<file path="src/rtl/seq_subtractor_cmp_pkg.sv">
// Shared types and elaboration helpers for the digit-serial subtractor/comparator.
package seq_subtractor_cmp_pkg;

  typedef enum logic [1:0] {
    IDLE = 2'd0,
    RUN  = 2'd1,
    DONE = 2'd2
  } state_t;

  // Number of digit cycles per operation.
  function automatic int unsigned calc_ndig(input int unsigned w, input int unsigned d);
    return w / d;
  endfunction

  // Digit counter width; a single-digit operation still needs one bit.
  function automatic int unsigned calc_cntw(input int unsigned ndig);
    return (ndig > 1) ? $clog2(ndig) : 1;
  endfunction

  // Operand width must split evenly into whole digits.
  function automatic bit geometry_ok(input int unsigned w, input int unsigned d);
    return (d >= 1) && (w >= d) && ((w % d) == 0);
  endfunction

endpackage

</file>
<file path="src/rtl/full_subtractor_1bit.sv">
// One-bit full subtractor: d = a - b - bin, bout set when a borrow is needed.
module full_subtractor_1bit (
  input  logic a,
  input  logic b,
  input  logic bin,
  output logic d,
  output logic bout
);

  assign d    = a ^ b ^ bin;
  assign bout = (~a & b) | (~(a ^ b) & bin);

endmodule

</file>
<file path="src/rtl/ripple_subtractor.sv">
// W-bit combinational ripple-borrow subtractor built from 1-bit cells.
module ripple_subtractor #(
  parameter int unsigned W = 4
) (
  input  logic [W-1:0] a,
  input  logic [W-1:0] b,
  input  logic         bin,
  output logic [W-1:0] d,
  output logic         bout
);

  logic [W:0] bc;

  assign bc[0] = bin;

  for (genvar i = 0; i < W; i++) begin : g_bit
    full_subtractor_1bit u_fs (
      .a    (a[i]),
      .b    (b[i]),
      .bin  (bc[i]),
      .d    (d[i]),
      .bout (bc[i+1])
    );
  end

  assign bout = bc[W];

endmodule

</file>
<file path="src/rtl/seq_subtractor_cmp.sv">
// Digit-serial A - B with borrow, signed overflow and lt/eq/gt compare flags.
module seq_subtractor_cmp
  import seq_subtractor_cmp_pkg::*;
#(
  parameter int unsigned WIDTH = 16,
  parameter int unsigned DIGIT = 4
) (
  input  logic             clk,
  input  logic             rst_n,
  input  logic             start,
  input  logic [WIDTH-1:0] a,
  input  logic [WIDTH-1:0] b,
  input  logic             signed_mode,
  output logic             busy,
  output logic             done,
  output logic [WIDTH-1:0] diff,
  output logic             bout,
  output logic             ovf,
  output logic             lt,
  output logic             eq,
  output logic             gt
);

  localparam int unsigned NDIG = calc_ndig(WIDTH, DIGIT);
  localparam int unsigned CW   = calc_cntw(NDIG);

  if (!geometry_ok(WIDTH, DIGIT)) begin : g_bad_geometry
    $error("seq_subtractor_cmp: WIDTH must be a non-zero multiple of DIGIT");
  end

  state_t             state_q, state_d;
  logic [WIDTH-1:0]   a_sr, b_sr, r_sr;
  logic               borrow_q;
  logic [CW-1:0]      cnt_q;
  logic               mode_q;
  logic               a_msb_q, b_msb_q;

  logic [DIGIT-1:0]   dig_d;
  logic               dig_bout;
  logic [WIDTH-1:0]   r_next;
  logic               accept;
  logic               last;
  logic               fin_msb, fin_ovf, fin_eq, fin_lt;

  ripple_subtractor #(.W(DIGIT)) u_sub (
    .a    (a_sr[DIGIT-1:0]),
    .b    (b_sr[DIGIT-1:0]),
    .bin  (borrow_q),
    .d    (dig_d),
    .bout (dig_bout)
  );

  assign accept = start && (state_q != RUN);
  assign last   = (state_q == RUN) && (cnt_q == CW'(NDIG - 1));

  // New digit enters at the top; with WIDTH == DIGIT the shift clears r_sr entirely.
  assign r_next = (r_sr >> DIGIT) | (WIDTH'(dig_d) << (WIDTH - DIGIT));

  // Completion flags derived from the final result and captured operand signs.
  always_comb begin
    fin_msb = r_next[WIDTH-1];
    fin_ovf = (a_msb_q != b_msb_q) && (fin_msb != a_msb_q);
    fin_eq  = (r_next == '0);
    fin_lt  = mode_q ? (fin_msb ^ fin_ovf) : dig_bout;
  end

  // State register.
  always_ff @(posedge clk) begin
    if (!rst_n) state_q <= IDLE;
    else        state_q <= state_d;
  end

  // Next-state logic; start is only honoured outside RUN.
  always_comb begin
    state_d = state_q;
    case (state_q)
      IDLE:    if (start) state_d = RUN;
      RUN:     if (last)  state_d = DONE;
      DONE:    state_d = start ? RUN : IDLE;
      default: state_d = IDLE;
    endcase
  end

  assign busy = (state_q == RUN);
  assign done = (state_q == DONE);

  // Operand capture, digit shifting and result registers loaded on the last digit.
  always_ff @(posedge clk) begin
    if (!rst_n) begin
      a_sr     <= '0;
      b_sr     <= '0;
      r_sr     <= '0;
      borrow_q <= 1'b0;
      cnt_q    <= '0;
      mode_q   <= 1'b0;
      a_msb_q  <= 1'b0;
      b_msb_q  <= 1'b0;
      diff     <= '0;
      bout     <= 1'b0;
      ovf      <= 1'b0;
      lt       <= 1'b0;
      eq       <= 1'b0;
      gt       <= 1'b0;
    end else if (accept) begin
      a_sr     <= a;
      b_sr     <= b;
      r_sr     <= '0;
      borrow_q <= 1'b0;
      cnt_q    <= '0;
      mode_q   <= signed_mode;
      a_msb_q  <= a[WIDTH-1];
      b_msb_q  <= b[WIDTH-1];
    end else if (state_q == RUN) begin
      a_sr     <= a_sr >> DIGIT;
      b_sr     <= b_sr >> DIGIT;
      r_sr     <= r_next;
      borrow_q <= dig_bout;
      cnt_q    <= cnt_q + CW'(1);
      if (last) begin
        diff <= r_next;
        bout <= dig_bout;
        ovf  <= fin_ovf;
        lt   <= fin_lt;
        eq   <= fin_eq;
        gt   <= ~fin_lt & ~fin_eq;
      end
    end
  end

endmodule

</file>
<file path="config.mk">
export PLATFORM = sky130hd
export DESIGN_NAME = seq_subtractor_cmp
export DESIGN_NICKNAME = d
export VERILOG_FILES = /design/src/rtl/seq_subtractor_cmp_pkg.sv /design/src/rtl/full_subtractor_1bit.sv /design/src/rtl/ripple_subtractor.sv /design/src/rtl/seq_subtractor_cmp.sv
export SDC_FILE = /design/constraint.sdc
export NUM_CORES = 1
export LEC_CHECK = 0
export ABC_CLOCK_PERIOD_IN_PS = 3600
export CAP_MARGIN = 0
export CORE_MARGIN = 5
export CORE_UTILIZATION = 25
export DETAILED_ROUTE_END_ITERATION = 10
export RECOVER_POWER = 50
export SLEW_MARGIN = 5
export SYNTH_ARGS = -nofsm -noshare
export SYNTH_HDL_FRONTEND = slang
export SYNTH_HIERARCHICAL = 1
export SYNTH_SLANG_ARGS = --single-unit
</file>
<file path="constraint.sdc">
create_clock -name clk -period 3.6 [get_ports clk]
set_clock_uncertainty 0.1 [all_clocks]
set_input_delay 0.54 -clock clk [delete_from_list [all_inputs] [get_ports clk]]
set_output_delay 0.54 -clock clk [all_outputs]
set_load 0.01 [all_outputs]
</file>
# ---- After elaboration in Yosys (flattened, before gate mapping)
# Index checks and enable logic that the tools add are counted.
dict set report word_totals {
  reg_bits 77
  input_bits 36
  out_inout_bits 23
  word_cells 77
}
dict set report classes {
  addsub 1
  n_mux 9
  reduce_logical 9
  bitwise_logic 35
  eq_ne 8
}
# cell count
set ops {}
lappend ops {{16-bit 2-to-1 mux} 4}
lappend ops {{16-bit logical NOT} 1}
lappend ops {{12-bit by 16-bit OR with 16-bit output} 1}
lappend ops {{1-bit NOT} 12}
lappend ops {{1-bit AND} 9}
lappend ops {{1-bit bitwise XOR} 9}
lappend ops {{2-bit one-hot mux with 3 select lines} 1}
lappend ops {{2-bit == test, second input constant} 2}
lappend ops {{2-bit 2-to-1 mux} 2}
lappend ops {{2-bit by 1-bit inequality test with 1-bit output, second input constant} 2}
lappend ops {{1-bit OR} 4}
lappend ops {{1-bit logical AND} 3}
lappend ops {{3-bit AND reduction} 1}
lappend ops {{2-bit by 1-bit adder with 2-bit output, second input constant} 1}
lappend ops {{2-bit by 1-bit == test with 1-bit output, second input constant} 1}
lappend ops {{2-bit logical NOT} 1}
lappend ops {{1-bit 2-to-1 mux} 2}
lappend ops {{1-bit inequality test} 2}
lappend ops {{2-bit inequality test, second input constant} 1}
lappend ops {{2-bit AND reduction} 1}
lappend ops {{2-bit nonzero test} 1}
lappend ops {{2-bit OR reduction} 1}

# ---- Depth between registers and ports, before layout
# Gate-level depths: netlist of the first run.
dict set report depth {
  word_depth 16
  mapped_depth 15
  mapped_depth_nobuf 15
}

# ---- Hierarchy
# Netlist of the first run, hierarchy kept.
# module cells_each n_inst area_per_inst_um2 seq_area_each_um2
set by_module_without_submodules {}
lappend by_module_without_submodules {seq_subtractor_cmp 322 1 3103.0 1461.4}
lappend by_module_without_submodules {full_subtractor_1bit 4 4 31.3 0.0}

# ---- Least setup slack after synthesis of the first run
# OpenSTA, ideal clock, no wires.
dict set report synth_path {
  path_kind {reg2reg}
  from {register b_sr[0]}
  to {register ovf}
  t_required_ns 3.441
  path_slack_ns 0.595
  stages_incl_launch_ff 15
  t_arrival_ns 2.847
  setup_time_ns 0.059
  synth_period_minus_slack_ns 3.005
  path_buffers 0
  path_cell_list {dfxtp_1 inv_1 fa_1 inv_1 inv_1 fa_1 inv_1 inv_1 fa_1 inv_1 inv_1 fa_1 or3b_2 nand3_1 o211a_1}
}
dict set report synth_between {
  elab_chain_len 12
}
# item line
set synth_rtl {}
lappend synth_rtl {{start: declaration} seq_subtractor_cmp.sv:32} ;# logic [WIDTH-1:0] a_sr, b_sr, r_sr;
lappend synth_rtl {{start signal: assignment} seq_subtractor_cmp.sv:115} ;# b_sr <= b_sr >> DIGIT;
lappend synth_rtl {{1-bit bitwise XOR} full_subtractor_1bit.sv:11} ;# assign bout = (~a & b) | (~(a ^ b) & bin);
lappend synth_rtl {{1-bit NOT} full_subtractor_1bit.sv:11}
lappend synth_rtl {{1-bit AND} full_subtractor_1bit.sv:11}
lappend synth_rtl {{1-bit OR (*)} full_subtractor_1bit.sv:11}
lappend synth_rtl {{net u_sub.bc[1]} ripple_subtractor.sv:12} ;# logic [W:0] bc;
lappend synth_rtl {{1-bit AND (*)} full_subtractor_1bit.sv:11}
lappend synth_rtl {{1-bit OR (*)} full_subtractor_1bit.sv:11}
lappend synth_rtl {{net u_sub.bc[2]} ripple_subtractor.sv:12}
lappend synth_rtl {{1-bit AND (*)} full_subtractor_1bit.sv:11}
lappend synth_rtl {{1-bit OR (*)} full_subtractor_1bit.sv:11}
lappend synth_rtl {{net u_sub.bc[3]} ripple_subtractor.sv:12}
lappend synth_rtl {{1-bit bitwise XOR (*)} full_subtractor_1bit.sv:10} ;# assign d = a ^ b ^ bin;
lappend synth_rtl {{net dig_d[3]} seq_subtractor_cmp.sv:38} ;# logic [DIGIT-1:0] dig_d;
lappend synth_rtl {{12-bit by 16-bit OR with 16-bit output (*)} seq_subtractor_cmp.sv:57} ;# assign r_next = (r_sr >> DIGIT) | (WIDTH'(dig_d) << (WIDTH - DIGIT));
lappend synth_rtl {{1-bit inequality test (*)} seq_subtractor_cmp.sv:62} ;# fin_ovf = (a_msb_q != b_msb_q) && (fin_msb != a_msb_q);
lappend synth_rtl {{1-bit logical AND (*)} seq_subtractor_cmp.sv:62}
lappend synth_rtl {{end signal: assignment} seq_subtractor_cmp.sv:122} ;# ovf <= fin_ovf;
lappend synth_rtl {{end: declaration} seq_subtractor_cmp.sv:18} ;# output logic ovf,
# Mark *: on every way through the listed nets, which the timed path passes. The rest lies on a longest branch.
# A chain may end at the register's enable or synchronous reset.

# ---- Final worst setup path of the first run
# Ends and elaborated chain as after synthesis.

==> results.md, run 1 <==
* Hold Buf Count CTS at 0
* Post-DP HPWL at between 5000 and 6000 µm
* Commonest non-fill, non-tap cells in the layout: nand2_1, dfxtp_1, clkdlybuf4s50_1, mux2i_1, o211a_1
* Min-Delay Endpoint: diff[7]$_SDFFE_PN0P_
* Slew margin rel. at -58.0%
* RSZ-0062 raised after global routing: no
* Vias in the first global route at between 2,000 and 2,500
* Pins Over Slew Limit at 16
* Min cycle time layout at 3.17 ns
* Worst Path Arrival at between 3 and 4 ns
* Vias at 2,402
* Clock Latency Late Sink at around 0.32 ns
* Kind of critical path: reg -> reg
* Total GRT Usage at 10.1%
* Avg Inst Size Synth at between 9 and 10 µm²
* Yosys cell types at 36
* Cts bufs inserted at 9
* Register bit total from synthesis at 73
* Synth Instances at 338
* CTS Sinks at between 70 and 80
* CP Cell Sequence: inv_1, fa_1, inv_1, inv_1, fa_1, inv_1, inv_1, fa_1, inv_1, inv_1, fa_1, or3b_2, nand3_1, o211a_1
* Placed inst area at approximately 3800 µm²
* Nature of the critical path endpoint: flip-flop
* Die ar. at ~15,000 µm²
* Yosys warnings at 6
* Hold Crit Start: diff[7]$_SDFFE_PN0P_
* Layout filler cell count at around 1,400
* Status: complete, but fails checks
* Period utilization at approximately nine tenths
* Drt drc at 0
* Final core occ at between 30% and 40%
* Die H at around 120 µm
* Worst R2R Path Depth at 14
* Leakage power total at roughly 1.8 nW
* Commonest non-fill, non-tap cell in the layout: nand2_1
* Critical-path maximum fanout at 7
* CP dominant cell by count: inv_1
* Final setup vio count at 0
* Crit path launch type: flip-flop
* Global-route wire length before repair at about 12,000 µm
* CP required at about 3.8 ns
* I/O pin cnt at a little under 60
* Initial antenna violation count at 0
* H-tree Lvls at 3
* IO buf count at 58
* Syn-to-layout area delta at 28.6%
* Worst vdd ir at 0.232 mV
* # diodes at 0
* Root Driver: clkbuf_16
* Vias per inst at about 4.3
* Routability cong. at about 0.76
* Post-synthesis sequential area ratio at between 40% and 50%
* Nets at about 430
* DR iter-0 viols at 110
* Final ANT Viol Nets at 0
* R2r setup slk at around 0.43 ns
* Initial DRT Pass Iterations at 4
* Layout cells sized above 1 at between 7 and 8%
* Core ar. at 12,600 µm²
* Min-delay worst type: reg -> reg
* Die Wd at ~120 µm
* Synthesized net count at 379
* Worst Hold Depth at 2
* PostCTS Resize Cnt at 0
* Detailed-route wire length per cell at ~13 µm
* GRT Residual Overflow at 0
* Hold Vio Cnt, Final at 0
* Worst r2r src: b_sr[0]$_SDFFE_PN0P_
* Setup Fix Bufs, Post-CTS at 0
* Slew of the pin with the lowest slew margin at between 2 and 2.5 ns
* Final WL at a little over 7000 µm
* Capturing point of the worst reg2reg path: ovf$_SDFFE_PN0P_
* Initial cell density of the core at about a quarter
* Finished Cell Area at roughly 4200 µm²
* Setup TNS Final at 0 ns
* Highest clock rate at 0.315 GHz
* Failing checks: max-capacitance violations, max-slew violations
* Post-Syn Area at roughly 3200 µm²
* Largest net degree at the start of global routing at just under 70
* PD cells at between 500 and 600 nW/µm²
* Max-cap violations at 1
* CTS clock-pin slew for the worst setup and hold paths at ~0.050 ns
* CTS tree: done
* Slowest-stage cell, CP: fa_1
* Clk buf depth at 2
* Critical path's largest stage delay at between 0.5 and 0.6 ns
* # rows at just over 40
-- synth_stat cells, drive strengths merged --
cell type / number / area (µm²)
o211a: 25 / 250
or3b: 1 / 8.76
dfxtp: 73 / 1460
o2111ai: 1 / 8.76
xnor2: 1 / 8.76
nand2b: 2 / 12.5
and2b: 1 / 7.51
and2: 2 / 12.5
nand3: 5 / 25.0
nor4: 4 / 25.0
and4: 1 / 8.76
nor2: 9 / 33.8
nand3b: 2 / 18.8
inv: 14 / 57.6
buf: 18 / 175
mux2i: 32 / 320
a21oi: 15 / 109
ha: 1 / 12.5
o22ai: 1 / 6.26
o21ai: 7 / 46.3
fa: 4 / 80.1
nand2: 88 / 330
o21a: 1 / 7.51
a21boi: 21 / 158
o2bb2ai: 1 / 8.76
and3b: 1 / 8.76
clkbuf: 7 / 26.3
-- metal layers --
metal | share of wire, % | global-route usage [%] | vias up | routed length [µm]
met4 | 1.2 | 3.11 | 0 | 86
li1 | - | - | 1237 | -
met5 | 0 | 0 | - | 0
met2 | 45 | 15.6 | 48 | 3240
met3 | 5.3 | 3.86 | 6 | 381
met1 | 48 | 13.1 | 1111 | 3420
-- power by group --
| group | switching, mW | internal, mW | total (mW) |
|---|---|---|---|
| Combinational | 0.123 | 0.119 | 0.242 |
| Clock | 0.307 | 0.659 | 0.967 |
| Sequential | 0.0255 | 0.848 | 0.873 |
-- final cells by class --
| cell class | count | area, µm² | share of cell area (%) |
|---|---|---|---|
| Multi-Input combinational cell | 226 | 1500 | 36.0 |
| Sequential cell | 73 | 1460 | 35.2 |
| Timing Repair Buffer | 61 | 591 | 14.2 |
| Clock buffer | 13 | 270 | 6.51 |
| Tap cell | 172 | 215 | 5.18 |
| Clock inverter | 2 | 60.1 | 1.45 |
| Inverter | 14 | 57.6 | 1.39 |
-- cells by family (layout without fill, tap and decap cells) --
group                    count (synthesis)  count (layout)  share of synthesized area [%]
multiplexers                            32              32                           9.92
AO/OA/AOI/OAI                           72              72                           18.4
buffers and inverters                   39              90                           8.02
AND/OR/NAND/NOR                        116             116                           15.2
adder cells (fa/ha/maj)                  5               5                           2.87
flip-flops                              73              73                           45.3
XOR/XNOR                                 1               1                          0.271
-- worst max-delay path by stage --
stage / start / endpoint / slack, ns / depth (start not counted)
2_1_floorplan: b_sr[0]$_SDFFE_PN0P_ / ovf$_SDFFE_PN0P_ / 0.59 / 14
3_3_place_gp: b_sr[0]$_SDFFE_PN0P_ / ovf$_SDFFE_PN0P_ / 0.49 / 14
3_5_place_dp: b_sr[0]$_SDFFE_PN0P_ / ovf$_SDFFE_PN0P_ / 0.42 / 14
4_1_cts: b_sr[0]$_SDFFE_PN0P_ / ovf$_SDFFE_PN0P_ / 0.41 / 14
5_1_grt: b_sr[0]$_SDFFE_PN0P_ / gt$_SDFFE_PN0P_ / 0.17 / 14
6_report: b_sr[0]$_SDFFE_PN0P_ / ovf$_SDFFE_PN0P_ / 0.43 / 14
-- stage by stage --
stage / cells / setup slack (ns) / power (mW) / hold slack [ns]
after floorplan: 338 / 0.595 / 1.07 / 0.336
after global placement: 546 / 0.494 / 1.13 / 0.345
after detailed placement: 546 / 0.420 / 1.14 / 0.348
after CTS: 561 / 0.408 / 2.11 / 0.356
after global routing: 561 / 0.173 / 2.18 / 0.386
final: 561 / 0.425 / 2.08 / 0.351
-- sequential cells by signal, indices dropped and copies added (netlist names) --
| register | flops |
|---|---|
| state_q | 2 |
| b_msb_q | 1 |
| borrow_q | 1 |
| diff | 16 |
| cnt_q | 2 |
| bout | 1 |
| ovf | 1 |
| lt | 1 |
| eq | 1 |
| mode_q | 1 |
| gt | 1 |
| b_sr | 16 |
| a_sr | 16 |
| r_sr | 12 |
| a_msb_q | 1 |
-- critical path, delay by kind of cell (launching register included) --
family,cells,cell delay [ns]
and+or+nand+nor,2,0.56
AOI/OAI and AO/OA,1,0.15
DFF,1,0.32
buffers and inverters,7,0.36
adders and majority gates,4,1.63
(Power assumes the default switching activity.)
==> run 2: changes to the inputs <==
--- a/config.mk
+++ b/config.mk
@@ -14,5 +14,4 @@
 export SLEW_MARGIN = 5
 export SYNTH_ARGS = -nofsm -noshare
 export SYNTH_HDL_FRONTEND = slang
-export SYNTH_HIERARCHICAL = 1
 export SYNTH_SLANG_ARGS = --single-unit
==> run 2 against run 1 <==
Effect of this change:
- the flow still finishes with violations (max-capacitance violations, max-slew violations)
- combinational power grew 3%
- synthesized cell count shrank 2.4%
- clock-buffer cell count shrank 3
==> results.md, run 2 <==
* Status: complete, but fails checks
* Failing checks: max-capacitance violations, max-slew violations
* Post-synthesis sequential area ratio at between 40% and 50%
* Layout cells sized above 1 at roughly 6.3%
* Slew margin rel. at -35.2%
* Min-Delay Endpoint: lt$_SDFFE_PN0P_
* Layout filler cell count at roughly 1,300
* Largest net degree at the start of global routing at 66
* Post-Synth XOR/XNOR Area at less than 1%
* Most frequent cell after synthesis: nand2_1
* Largest family of logic cells by synthesized area: compound AO/OA/AOI/OAI gates
* Cell accounting for the most synthesized area: dfxtp_1
* Syn-to-layout area delta at 30.9%
* Nets at about 420
* Top flop regs: a_sr (16), b_sr (16), diff (16)
* Area share of the largest cell type after synthesis at 46.8%
* Yosys cell types at 37
* Vias at about 2,400
* Final WL at between 7000 and 8000 µm
* Post-synth EDFFs at 0
* Nature of the critical path endpoint: flip-flop
* Min-delay worst type: reg -> reg
* Synthesized-area fraction occupied by adder cells at 2.96%
* Period utilization at a little over four fifths
* RSZ-0062 raised after global routing: no
* Hold Vio Cnt, Final at 0
* Post-DP HPWL at between 5000 and 6000 µm
* Synth Instances at 330
* Synth top cells by count: nand2_1, dfxtp_1, mux2i_1, o211a_1, nor2_1
* Mux share of post-synthesis cell area at approximately 9%
* Root Driver: clkbuf_16
* Die ar. at around 15,000 µm²
* Top post-synthesis cells by area: dfxtp_1, nand2_1, mux2i_1, o211a_1, fa_1
* Leakage power total at 1.81 nW
* Die H at about 120 µm
* Setup Fix Bufs, Post-CTS at 0
* Worst R2R Path Depth at 11
* Prevailing post-synth register cell: dfxtp_1
* CTS Sinks at 73
* DR iter-0 viols at 136
* Drt drc at 0
* Core ar. at around 12,000 µm²
* Cts bufs inserted at 9
* Critical-path maximum fanout at 49
* Post-Syn Area at around 3100 µm²
* Final setup vio count at 0
* Initial antenna violation count at 0
* Hold Buf Count CTS at 0
* Worst Path Arrival at between 3 and 4 ns
* Routability cong. at around 0.77
* Worst vdd ir at 0.232 mV
* PostCTS Resize Cnt at 0
* Total GRT Usage at around a tenth
* CTS tree: done
* Pins Over Slew Limit at 50
* Slew of the pin with the lowest slew margin at 2.03 ns
* PD cells at between 500 and 600 nW/µm²
* Compound-cell area share of the yosys netlist at between 10% and 20%
* Kind of critical path: in -> reg
* Yosys warnings at 0
* Simple-gate share of the synthesized area at ~17%
* Total Power at 2.14 mW
* Synthesized net count at around 370
* # rows at 40
* I/O pin cnt at roughly 60
* Initial DRT Pass Iterations at 4
* # diodes at 0
* Commonest non-fill, non-tap cell in the layout: nand2_1
* Avg Inst Size Synth at 9.47 µm²
* Final ANT Viol Nets at 0
* Vias in the first global route at between 2,000 and 2,500
* Highest clock rate at ~0.33 GHz
* H-tree Lvls at 3
* Register bit total from synthesis at between 70 and 80
* Initial cell density of the core at 25.8%
* Die Wd at 122 µm
* Asr flop ratio synth at 0%
* GRT Residual Overflow at 0
* Detailed-route wire length per cell at 13.4 µm
* Hold Crit Start: lt$_SDFFE_PN0P_
* CTS clock-pin slew for the worst setup and hold paths at roughly 0.05 ns
* Clk buf depth at 2
* IO buf count at between 50 and 60
* Clock Latency Late Sink at around 0.33 ns
* R2r setup slk at about 0.60 ns
* Min cycle time layout at 3.04 ns
* CP required at 3.76 ns
* Worst Hold Depth at 2
* Global-route wire length before repair at around 12,000 µm
* Crit path launch type: primary input
* Worst r2r src: borrow_q$_SDFFE_PP0P_
* Vias per inst at 4.30
* Capturing point of the worst reg2reg path: eq$_SDFFE_PN0P_
* Commonest non-fill, non-tap cells in the layout: nand2_1, dfxtp_1, clkdlybuf4s50_1, mux2i_1, o211a_1
* Setup TNS Final at 0 ns
* Max-cap violations at 1
[run 2: changes by cell type after synthesis, moves of 4 or more]
cell      change
a21oi_2       -9
a21boi_2      +6
o21ai_0       -6
a21boi_1      -5
a21oi_1       +5
buf_6         -5
inv_1         -5
buf_2         +4
mux2i_1       -4
o211ai_1      +4
[run 2: cells by family after synthesis]
family	count (synthesis)
flip-flops	73
XOR/XNOR	1
AND/OR/NAND/NOR	121
adder cells (fa/ha/maj)	5
multiplexers	28
buffers and inverters	34
AO/OA/AOI/OAI	68
[run 2: final cells by class]
cell class              instances  area, µm²  area share, %
repair buffers                 61        592           14.5
well taps                     168        210           5.14
clock inverters                 6        105           2.57
multi-input cells             223       1450           35.5
flip-flops and latches         73       1460           35.7
clock buffers                  10        239           5.84
inverters                       9       33.8          0.825
[run 2: power by group]
group	switching [mW]	internal, mW
clock	0.326	0.691
sequential	0.0242	0.848
combinational	0.127	0.123
total	0.478	1.66
[run 2: worst max-delay path: stages]
cell and delay (ns):
dlygate4sd3_1 0.64, clkbuf_1 1.48, and3_1 0.40, nand3b_1 0.09
nand2_1 0.05
[run 2: worst max path at each step]
stage          slack, ns         endpoint  depth (start not counted)                   from
2_1_floorplan       0.79  eq$_SDFFE_PN0P_                         11  borrow_q$_SDFFE_PP0P_
3_3_place_gp        0.68  eq$_SDFFE_PN0P_                         11  borrow_q$_SDFFE_PP0P_
3_5_place_dp        0.60  eq$_SDFFE_PN0P_                         11  borrow_q$_SDFFE_PP0P_
4_1_cts             0.58  eq$_SDFFE_PN0P_                         11  borrow_q$_SDFFE_PP0P_
5_1_grt             0.30  gt$_SDFFE_PN0P_                          5                  rst_n
6_report            0.56  gt$_SDFFE_PN0P_                          5                  rst_n
[run 2: stage by stage]
step / cell area (µm²) / utilization, % / hold slack (ns) / setup WS (ns) / cells
after floorplan: 3130 / - / 0.340 / 0.792 / 330
after global placement: 3780 / 31.3 / 0.344 / 0.676 / 534
after detailed placement: 3780 / 31.3 / 0.345 / 0.600 / 534
after CTS: 4130 / 34.1 / 0.352 / 0.584 / 550
after global routing: 4090 / 33.8 / 0.392 / 0.296 / 550
final: 4090 / 33.8 / 0.361 / 0.561 / 550
[run 2: metal layers]
layer  track usage, %  up-vias  wire length, µm
met2             16.4       54             3330
met4             3.22        0              109
li1                 -     1213                -
met3             3.67       10              382
met1             13.4     1089             3540
met5                0        -                0
==> run 3: changes to the inputs <==
--- a/config.mk
+++ b/config.mk
@@ -5,7 +5,7 @@
 export SDC_FILE = /design/constraint.sdc
 export NUM_CORES = 1
 export LEC_CHECK = 0
-export ABC_CLOCK_PERIOD_IN_PS = 3600
+export ABC_CLOCK_PERIOD_IN_PS = 2800
 export CAP_MARGIN = 0
 export CORE_MARGIN = 5
 export CORE_UTILIZATION = 25
==> constraint.sdc (replaced) <==
create_clock -name clk -period 2.8 [get_ports clk]
set_clock_uncertainty 0.1 [all_clocks]
set_input_delay 0.42 -clock clk [delete_from_list [all_inputs] [get_ports clk]]
set_output_delay 0.42 -clock clk [all_outputs]
set_load 0.01 [all_outputs]
==> run 3 against run 2 <==
Effect of this change:
- the flow now finishes without violations
- clock power up 13%
- register-to-register slack lost 0.55 ns
- global-route usage is 0.060 points lower
- design area up 1.9%
- sequential share of layout area is 0.60 points lower
- first-iteration DRC count shrank 13%
- highest routed layer unchanged
==> results.md, run 3 (same netlist as run 2, synthesis figures left out) <==
* Dpl cells at about 540
* Commonest non-fill, non-tap cells in the layout: nand2_1, dfxtp_1, clkdlybuf4s50_1, mux2i_1, o211a_1
* Routability cong. at approximately 0.75
* Slew margin rel. at roughly 17%
* Total GRT Usage at between 10% and 20%
* Cts bufs inserted at 9
* H-tree Lvls at 3
* Core ar. at around 12,000 µm²
* Placed inst area at roughly 3800 µm²
* Int Pwr at 2.02 mW
* Setup Slack @ Placement at -0.120 ns
* Die ar. at roughly 15,000 µm²
* Kind of critical path: reg -> reg
* Largest net degree at the start of global routing at between 60 and 70
* Switching part of the total at a little under a quarter
* Max-cap violations at 0
* Die Wd at between 100 and 150 µm
* Hold Vio Cnt, Final at 0
* Final setup vio count at 0
* Slew of the pin with the lowest slew margin at approximately 1.2 ns
* Final ANT Viol Nets at 0
* R2r setup slk at around 0.046 ns
* Commonest non-fill, non-tap cell in the layout: nand2_1
* Sequential Power Share at ~43%
* Initial antenna violation count at 0
* Highest clock rate at ~0.36 GHz
* Vias in the first global route at about 2,400
* CP required at 2.97 ns
* Finished Layout Cells at ~550
* RSZ-0062 raised after global routing: yes
* Period utilization at 98.3%
* Drt drc at 0
* Syn-to-layout area delta at 33.4%
* IO buf count at 58
* Die H at 122 µm
* Nets at roughly 420
* Crit path launch type: flip-flop
* Initial DRT Pass Iterations at 4
* CTS clock-pin slew for the worst setup and hold paths at around 0.06 ns
* Vias at between 2,000 and 2,500
* Total Power at approximately 2.6 mW
* Final WL at between 7000 and 8000 µm
* Combinational share of power at ~14%
* Root Driver: clkbuf_16
* Min cycle time layout at between 2 and 3 ns
* Pins Over Slew Limit at 0
* GRT Residual Overflow at 0
* Slowest-stage cell, CP: fa_2
* I/O pin cnt at 59
* CP Cell Sequence: inv_2, fa_2, inv_2, fa_2, fa_2, inv_2, fa_2, buf_4, buf_4, o21bai_1, a31oi_2, nand3b_1, nand2_1
* # rows at 40
* Final core occ at between 30% and 40%
* Min-delay worst type: reg -> reg
* CTS Sinks at between 70 and 80
* Global-route wire length before repair at between 10,000 and 15,000 µm
* Worst vdd ir at roughly 0.26 mV
* Nature of the critical path endpoint: flip-flop
* Final worst slack at roughly 0.046 ns
* Layout cells sized above 1 at between 10% and 20%
* Critical-path maximum fanout at 4
* Vias per inst at approximately 4.4
* Leakage power total at between 1.5 and 2 nW
* Clock Latency Late Sink at 0.33 ns
* Clock power share at 43.5%
* Status: finished clean
* Clk buf depth at 2
* Top flop regs: a_sr (16), b_sr (16), diff (16)
* Post-DP HPWL at around 5200 µm
* CTS tree: done
* P_sw at 0.624 mW
* CP dominant cell by count: fa_2
* Hold Buf Count CTS at 0
* DR iter-0 viols at 118
* Initial cell density of the core at roughly 26%
* Detailed-route wire length per cell at about 13 µm
* PD cells at ~630 nW/µm²
* Finished Cell Area at ~4200 µm²
* Worst Path Arrival at slightly below 3 ns
* # diodes at 0
* Critical path's largest stage delay at roughly 0.46 ns
run 3: worst max-delay path: cells and delay by family, from the launching register on:
family | cells | cell delay, ns
flip-flops | 1 | 0.32
buffers and inverters | 5 | 0.46
AO/OA/AOI/OAI | 2 | 0.25
AND/OR/NAND/NOR | 2 | 0.21
adder cells (fa/ha/maj) | 4 | 1.35
run 3: path summary, 6_finish.rpt:
path                         start              endpoint  cells past startpoint
max          borrow_q$_SDFFE_PP0P_       gt$_SDFFE_PN0P_                     13
max reg2reg  borrow_q$_SDFFE_PP0P_       gt$_SDFFE_PN0P_                     13
min           diff[3]$_SDFFE_PN0P_  diff[3]$_SDFFE_PN0P_                      2
min reg2reg   diff[3]$_SDFFE_PN0P_  diff[3]$_SDFFE_PN0P_                      2
run 3: metrics by stage:
stage,hold slack (ns),setup TNS [ns]
floorplan,0.340,0
global placement,0.344,-0.0688
detailed placement,0.346,-0.259
CTS,0.354,0
global route,0.373,-0.450
finish,0.352,0
run 3: what timing repair did:
action | CTS | global route
endpoints found under the setup margin | 4 | 4
resized for setup | 4 | 7
buffers inserted | 2 | 0
pin swaps | 5 | 7
run 3: area by class of cell:
type	count	area (µm²)
clock buffer	11	253
clock inverter	5	53.8
fill	1276	7940
inverter	9	33.8
multi-input combinational	223	1510
sequential	73	1460
tap	168	210
timing repair buffer	65	651
run 3: layer usage:
layer / vias to the layer above / track usage [%] / wire [µm]
met1: 1129 / 13.4 / 3530
met5: - / 0 / 0
met4: 0 / 2.94 / 80
met2: 46 / 16.9 / 3520
li1: 1226 / - / -
met3: 9 / 2.92 / 286
run 3: power groups by stage:
stage | sequential (mW) | combinational [mW] | clock (mW)
floorplan | 1.13 | 0.230 | 0
global placement | 1.14 | 0.337 | 0
detailed placement | 1.14 | 0.346 | 0
CTS | 1.12 | 0.364 | 1.18
global route | 1.13 | 0.415 | 1.23
finish | 1.12 | 0.372 | 1.15
